===== src/rtl/lsu_pkg.sv =====
// rtl/lsu_pkg.sv - funct3 codes, bridge width encodings and FSM states for lsu_ctrl
package lsu_pkg;

   localparam logic [2:0] F3_B  = 3'b000;
   localparam logic [2:0] F3_H  = 3'b001;
   localparam logic [2:0] F3_W  = 3'b010;
   localparam logic [2:0] F3_BU = 3'b100;
   localparam logic [2:0] F3_HU = 3'b101;

   localparam logic [1:0] W_BYTE = 2'b00;
   localparam logic [1:0] W_HALF = 2'b01;
   localparam logic [1:0] W_WORD = 2'b10;

   typedef enum logic [1:0] {
      S_IDLE   = 2'd0,
      S_ACCESS = 2'd1,
      S_DONE   = 2'd2
   } state_t;

   // Stores only know B/H/W; loads additionally have the unsigned B/H forms.
   function automatic logic funct3_legal(input logic we, input logic [2:0] f3);
      logic ok;
      ok = (f3 == F3_B) || (f3 == F3_H) || (f3 == F3_W);
      if (!we) begin
         ok = ok || (f3 == F3_BU) || (f3 == F3_HU);
      end
      return ok;
   endfunction

endpackage


===== src/rtl/lsu_load_ext.sv =====
// rtl/lsu_load_ext.sv - sign/zero extension of right-aligned load data by funct3
module lsu_load_ext
   import lsu_pkg::*;
(
   input  logic [2:0]  i_funct3,
   input  logic [31:0] i_data,
   output logic [31:0] o_data
);

   // Select the extension rule from the load type; word passes through.
   always_comb begin
      o_data = i_data;
      case (i_funct3)
         F3_B:    o_data = {{24{i_data[7]}}, i_data[7:0]};
         F3_BU:   o_data = {24'd0, i_data[7:0]};
         F3_H:    o_data = {{16{i_data[15]}}, i_data[15:0]};
         F3_HU:   o_data = {16'd0, i_data[15:0]};
         default: o_data = i_data;
      endcase
   end

endmodule


===== src/rtl/lsu_ctrl.sv =====
// rtl/lsu_ctrl.sv - RV32 load/store sequencer driving the byte-lane memory bridge (option: LSU_MISALIGN_TRAP_EN)
module lsu_ctrl
   import lsu_pkg::*;
#(
   parameter int ADDR_W  = 6,
   parameter int MEM_LAT = 1
)(
   input  logic        i_clk,
   input  logic        i_rst,          // active low
   input  logic        i_req_valid,
   output logic        o_req_ready,
   input  logic        i_req_we,
   input  logic [2:0]  i_req_funct3,
   input  logic [31:0] i_req_addr,
   input  logic [31:0] i_req_wdata,
   output logic        o_resp_valid,
   output logic [31:0] o_resp_rdata,
   output logic        o_resp_err,
   output logic        o_mem_re,
   output logic        o_mem_we,
   output logic [1:0]  o_mem_width,
   output logic [31:0] o_mem_addr,
   output logic [31:0] o_mem_wdata,
   input  logic [31:0] i_mem_rdata
);

   localparam logic [2:0] LAT = 3'(MEM_LAT);

   state_t      r_state;
   logic [2:0]  r_cnt;
   logic        r_we;
   logic [2:0]  r_funct3;

   logic [1:0]  w_size_m1;
   logic [32:0] w_last;
   logic        w_fault;
   logic        w_misalign;
   logic        w_err;
   logic [31:0] w_ext;

   // Bytes touched minus one; the fault check looks at the last byte so a
   // word straddling the top of memory is caught.
   always_comb begin
      w_size_m1 = 2'd0;
      case (i_req_funct3[1:0])
         W_BYTE:  w_size_m1 = 2'd0;
         W_HALF:  w_size_m1 = 2'd1;
         default: w_size_m1 = 2'd3;
      endcase
   end

   assign w_last  = {1'b0, i_req_addr} + {31'd0, w_size_m1};
   assign w_fault = (w_last >> ADDR_W) != 33'd0;

`ifdef LSU_MISALIGN_TRAP_EN
   assign w_misalign = ((i_req_funct3[1:0] == W_HALF) && i_req_addr[0]) ||
                       ((i_req_funct3[1:0] == W_WORD) && (i_req_addr[1:0] != 2'b00));
`else
   assign w_misalign = 1'b0;
`endif

   assign w_err = !funct3_legal(i_req_we, i_req_funct3) || w_fault || w_misalign;

   lsu_load_ext u_ext (
      .i_funct3 (r_funct3),
      .i_data   (i_mem_rdata),
      .o_data   (w_ext)
   );

   // Sequencer: accept, hold strobes for MEM_LAT+1 cycles, then one response cycle.
   always_ff @(posedge i_clk or negedge i_rst) begin
      if (!i_rst) begin
         r_state      <= S_IDLE;
         r_cnt        <= 3'd0;
         r_we         <= 1'b0;
         r_funct3     <= 3'd0;
         o_req_ready  <= 1'b1;
         o_resp_valid <= 1'b0;
         o_resp_err   <= 1'b0;
         o_resp_rdata <= 32'd0;
         o_mem_re     <= 1'b0;
         o_mem_we     <= 1'b0;
         o_mem_width  <= W_BYTE;
         o_mem_addr   <= 32'd0;
         o_mem_wdata  <= 32'd0;
      end else begin
         o_resp_valid <= 1'b0;
         case (r_state)
            S_IDLE: begin
               if (i_req_valid && o_req_ready) begin
                  o_req_ready <= 1'b0;
                  r_we        <= i_req_we;
                  r_funct3    <= i_req_funct3;
                  if (w_err) begin
                     // Rejected requests never touch the bridge.
                     r_state      <= S_DONE;
                     o_resp_valid <= 1'b1;
                     o_resp_err   <= 1'b1;
                     o_resp_rdata <= 32'd0;
                  end else begin
                     r_state     <= S_ACCESS;
                     r_cnt       <= 3'd0;
                     o_mem_re    <= ~i_req_we;
                     o_mem_we    <= i_req_we;
                     o_mem_width <= i_req_funct3[1:0];
                     o_mem_addr  <= i_req_addr;
                     o_mem_wdata <= i_req_wdata;
                  end
               end
            end
            S_ACCESS: begin
               if (r_cnt == LAT) begin
                  r_state      <= S_DONE;
                  o_mem_re     <= 1'b0;
                  o_mem_we     <= 1'b0;
                  o_resp_valid <= 1'b1;
                  o_resp_err   <= 1'b0;
                  o_resp_rdata <= r_we ? 32'd0 : w_ext;
               end else begin
                  r_cnt <= r_cnt + 3'd1;
               end
            end
            S_DONE: begin
               r_state     <= S_IDLE;
               o_req_ready <= 1'b1;
            end
            default: begin
               r_state     <= S_IDLE;
               o_req_ready <= 1'b1;
            end
         endcase
      end
   end

endmodule


===== config.mk =====
export PLATFORM = sky130hd
export DESIGN_NAME = lsu_ctrl
export DESIGN_NICKNAME = d
export VERILOG_FILES = /design/src/rtl/lsu_pkg.sv /design/src/rtl/lsu_load_ext.sv /design/src/rtl/lsu_ctrl.sv
export SDC_FILE = /design/constraint.sdc
export NUM_CORES = 1
export LEC_CHECK = 0
export ABC_AREA = 1
export ABC_CLOCK_PERIOD_IN_PS = 2500
export CAP_MARGIN = 30
export CELL_PAD_IN_SITES_DETAIL_PLACEMENT = 1
export CELL_PAD_IN_SITES_GLOBAL_PLACEMENT = 1
export CORE_MARGIN = 4
export CORE_UTILIZATION = 32
export DETAILED_ROUTE_END_ITERATION = 12
export PLACE_DENSITY_LB_ADDON = 0.1
export SLEW_MARGIN = 5
export SYNTH_ARGS = -nofsm -noshare
export SYNTH_HDL_FRONTEND = slang
export SYNTH_SLANG_ARGS = --single-unit

===== constraint.sdc =====
create_clock -name i_clk -period 2.5 [get_ports i_clk]
set_clock_uncertainty 0.05 [all_clocks]
set_input_delay 0.5 -clock i_clk [delete_from_list [all_inputs] [get_ports i_clk]]
set_output_delay 0.5 -clock i_clk [all_outputs]
set_load 0.05 [all_outputs]

==> summary.md <==
| Metric | Value |
|---|---|
| # placed instances | 1,311 |
| Register area share after synthesis | 0.4689 |
| CTS buffer count | 9 |
| Unrepaired setup endpoints after global routing | yes |
| Nets | 1,238 |
| Synthesis-stage register bit count | 112 |
| Switch share | 0.3788 |
| Final Max Tran Viols | 0 |
| Mapped Nets | 925 |
| Clock group share of total power | 0.269 |
| Status | finished clean |
| Detailed Place HPWL | 16,280 microns |
| Die Ht | 144.7 microns |
| Worst relative slew slack | 0.6042 |
| Die Area | 0.02094 sq mm |
| Share of cells above drive strength 1 | 0.2770 |
| Gr usage total | 0.2119 |
| Clock Tree Buf Depth | 2 |
| Final Hold Vio Count | 0 |
| Leakage | 5.123 nW |
| Seq pwr share | 0.377 |
| Initial drt markers | 206 |
| Slowest stage delay, CP | 250 ps |
| Final non-filler cell total | 1,366 |
| Initial antenna violation count | 0 |
| DRT Wirelength | 23,720 microns |
| Final period utilization | 0.9993 |
| GRT overflow | 0 |
| H-tree levels | 3 |
| Starting Density | 0.3295 |
| Final worst slack | 1.871 ps |
| Worst-Margin Slew | 592.3 ps |
| Number of remaining DRC errors | 0 |
| Int Pwr | 0.003358 W |
| Pre-CTS setup slack | -794.8 ps |
| I/O pins | 206 |
| DR pass1 iterations | 4 |
| WP buf/inv | 7 |
| Pwr Density | 526.3 mW/mm^2 |
| Register area | 0.002804 sq mm |
| Unique masters post-synth | 32 |
| First-pass GRT wire length | 35,120 microns |
| Clk Latency, worst-skew pair | 350 ps |
| CP max FO | 8 |
| Switching Power | 0.002048 W |
| Kind of critical path | in2reg |
| Wire per inst | 17.36 microns |
| FP Rows | 49 |
| Worst setup SP type | input port |
| Peak Freq | 400.3 MHz |
| Fillers | 2,202 |
| Max-Cap Viols | 0 |
| Worst setup EP type | flop |
| Most used cell along the critical path | nand2_2 |
| Worst Path Required | 2700 ps |
| Netlist Area Pre-Place | 0.005979 sq mm |
| Hold WS | 426.9 ps |
| Max VDD drop | 0.0003450 V |
| Critical path arrival | 2690 ps |
| Core area | 0.01815 sq mm |
| Synth warn | 0 |
| Clock sink count | 112 |
| Crit path time final | 2498 ps |
| Die X | 144.7 microns |
| I/O Buffers | 205 |
| Area grow syn2layout | 71.75% |
| Largest net degree at the start of global routing | 41 |
| Via-per-instance ratio | 4.835 |
| Routed Antenna Nets | 0 |
| Critical path, cell by cell | buf_6 > ha_4 > buf_6 > nand3_4 > nand2_8 > buf_6 > nand3b_1 > nand2_1 > nand2_2 > nand2_2 > nor2_2 > nand2_2 > nor2_4 > buf_6 > nand4_4 > buf_12 > buf_12 > buf_16 > nand2_2 > nand2_2 |
| CTS tree | yes |
| DR vias | 6,605 |
| Syn avg cell area | 7.301 sq um |
| Root Buffer | clkbuf_16 |
| Antenna cells | 0 |
| Cell class contributing the biggest share of worst-path delay | simple AND/OR/NAND/NOR gates |
| Critical path's slowest cell | ha_4 |
| Footprint of the multi-input gates | 0.003176 sq mm |
| Clock-pin slew of the registers on the worst-case setup and hold paths | 80 ps |
| Gate Count Post-Synth | 819 |
| Vias in the first global route | 6,841 |
| RePlAce Congestion | 0.8550 |
| Core Util, Final | 0.5659 |
| Final setup viols | 0 |
| Combinational power share | 0.354 |
| Worst hold path class | in2reg |
| Total power | 0.005405 W |
==> final timing paths <==
path                                                   from                      endpoint  slack (ps)  cells past startpoint
worst max-delay path                        i_req_funct3[1]   o_mem_wdata[28]$_DFFE_PN0P_           2                     20
worst min-delay path                          i_req_addr[3]     o_mem_addr[3]$_DFFE_PN0P_         430                      3
min in group asynchronous                             i_rst  o_resp_rdata[29]$_DFFE_PN0P_         550                      2
worst max register to register       r_state[0]$_DFFE_PN0P_          o_mem_we$_DFFE_PN0P_         420                     10
max in group asynchronous                             i_rst          o_mem_re$_DFFE_PN0P_        1240                      3
worst min register to register  o_mem_wdata[17]$_DFFE_PN0P_   o_mem_wdata[17]$_DFFE_PN0P_         430                      2
==> cells by family after synthesis <==
kind of cell | synth area share
adder cells (fa/ha/maj) | 0.006278
XOR/XNOR | 0.007325
AO/OA/AOI/OAI | 0.03578
flip-flops | 0.4689
buffers and inverters | 0.09709
AND/OR/NAND/NOR | 0.3846
==> per-stage QoR <==
stage          area, sq um  TNS, ps
2_1_floorplan         5979        0
3_3_place_gp          8872   -74880
3_5_place_dp          8872   -81320
4_1_cts               9769   -29.99
5_1_grt              10270    -6155
6_report             10270        0
==> worst reg2reg max path, delay by kind of cell, from the launching register on <==
| kind | cells | cell delay [ps] |
|---|---|---|
| buffers and inverters | 4 | 540 |
| AND/OR/NAND/NOR | 6 | 970 |
| flip-flops | 1 | 410 |
==> cells in the mapped netlist, drive strengths merged <==
master / n / area share
nand2: 281 / 0.18
nand4: 58 / 0.062
and2: 1 / 0.0010
ha: 3 / 0.0063
nor3: 2 / 0.0017
buf: 15 / 0.021
a21oi: 28 / 0.023
a31oi: 1 / 0.0010
xnor2: 3 / 0.0044
dfstp: 1 / 0.0044
inv: 101 / 0.063
o21bai: 1 / 0.0013
clkinv: 3 / 0.0021
dfrtp: 111 / 0.46
nor4: 1 / 0.0010
nor2: 102 / 0.070
nand3: 71 / 0.062
clkbuf: 17 / 0.011
nand3b: 5 / 0.0063
xor2: 2 / 0.0029
o21ai: 12 / 0.010
==> metal layers <==
metal,vias to the layer above,part of all wire,track usage
li1,3221,-,-
met1,3208,0.42,0.2616
met2,146,0.51,0.3745
met3,30,0.045,0.04404
met4,0,0.025,0.06038
met5,-,0,0
==> sequential cells by signal, summed over array words and instances, names as in the netlist <==
name and count:
o_resp_valid 1, o_resp_rdata 32, o_mem_addr 32, o_resp_err 1, o_mem_we 1, o_req_ready 1, o_mem_wdata 32, o_mem_re 1
o_mem_width 2, r_cnt 3, r_we 1, r_state 2, r_funct3 3
==> power by group through the flow <==
stage                     sequential (W)  combinational (W)  clock [W]
after floorplan                  0.00234           0.000660          0
after global placement           0.00206            0.00166          0
final                            0.00204            0.00191    0.00146
after global routing             0.00206            0.00206    0.00158
after detailed placement         0.00207            0.00167          0
after CTS                        0.00204            0.00176    0.00151
==> layout by cell type, fill, tap and decap left out, types with 3 or more instances in the layout <==
cell and count:
nand3_4 4, inv_1 91, nand2_1 208, nand3_1 61, nand3b_1 5, buf_2 5
inv_2 10, clkdlybuf4s15_1 4, a21oi_2 3, nand4_1 57, buf_12 9, buf_6 13
o21ai_0 6, nor2_2 28, buf_16 4, xnor2_1 3, buf_8 4, a21oi_1 25
buf_4 95, dfrtp_1 111, clkbuf_16 14, nor2_4 21, dlygate4sd2_1 10, nand2_4 10
clkdlybuf4s50_1 172, nand3_2 6, nand2_8 4, clkbuf_2 7, o21ai_1 3, nand2_2 60
nor2_1 53, clkinv_8 3
==> final cells by class <==
type	instances	share of cell area
timing repair buffer	333	0.3210
sequential	112	0.2730
clock inverter	6	0.006335
clock buffer	10	0.02327
multi-input combinational	572	0.3092
tap	229	0.02790
inverter	104	0.03923
==> what timing repair did <==
item                                    CTS  global route
buffers inserted                         16            11
gates cloned                              5             8
hold buffers                              1             0
endpoints found under the setup margin  107           107
gates resized for setup                 154           124
hold endpoints to repair                  4             0
pin swaps                                51            53
(Power assumes the default switching activity.)
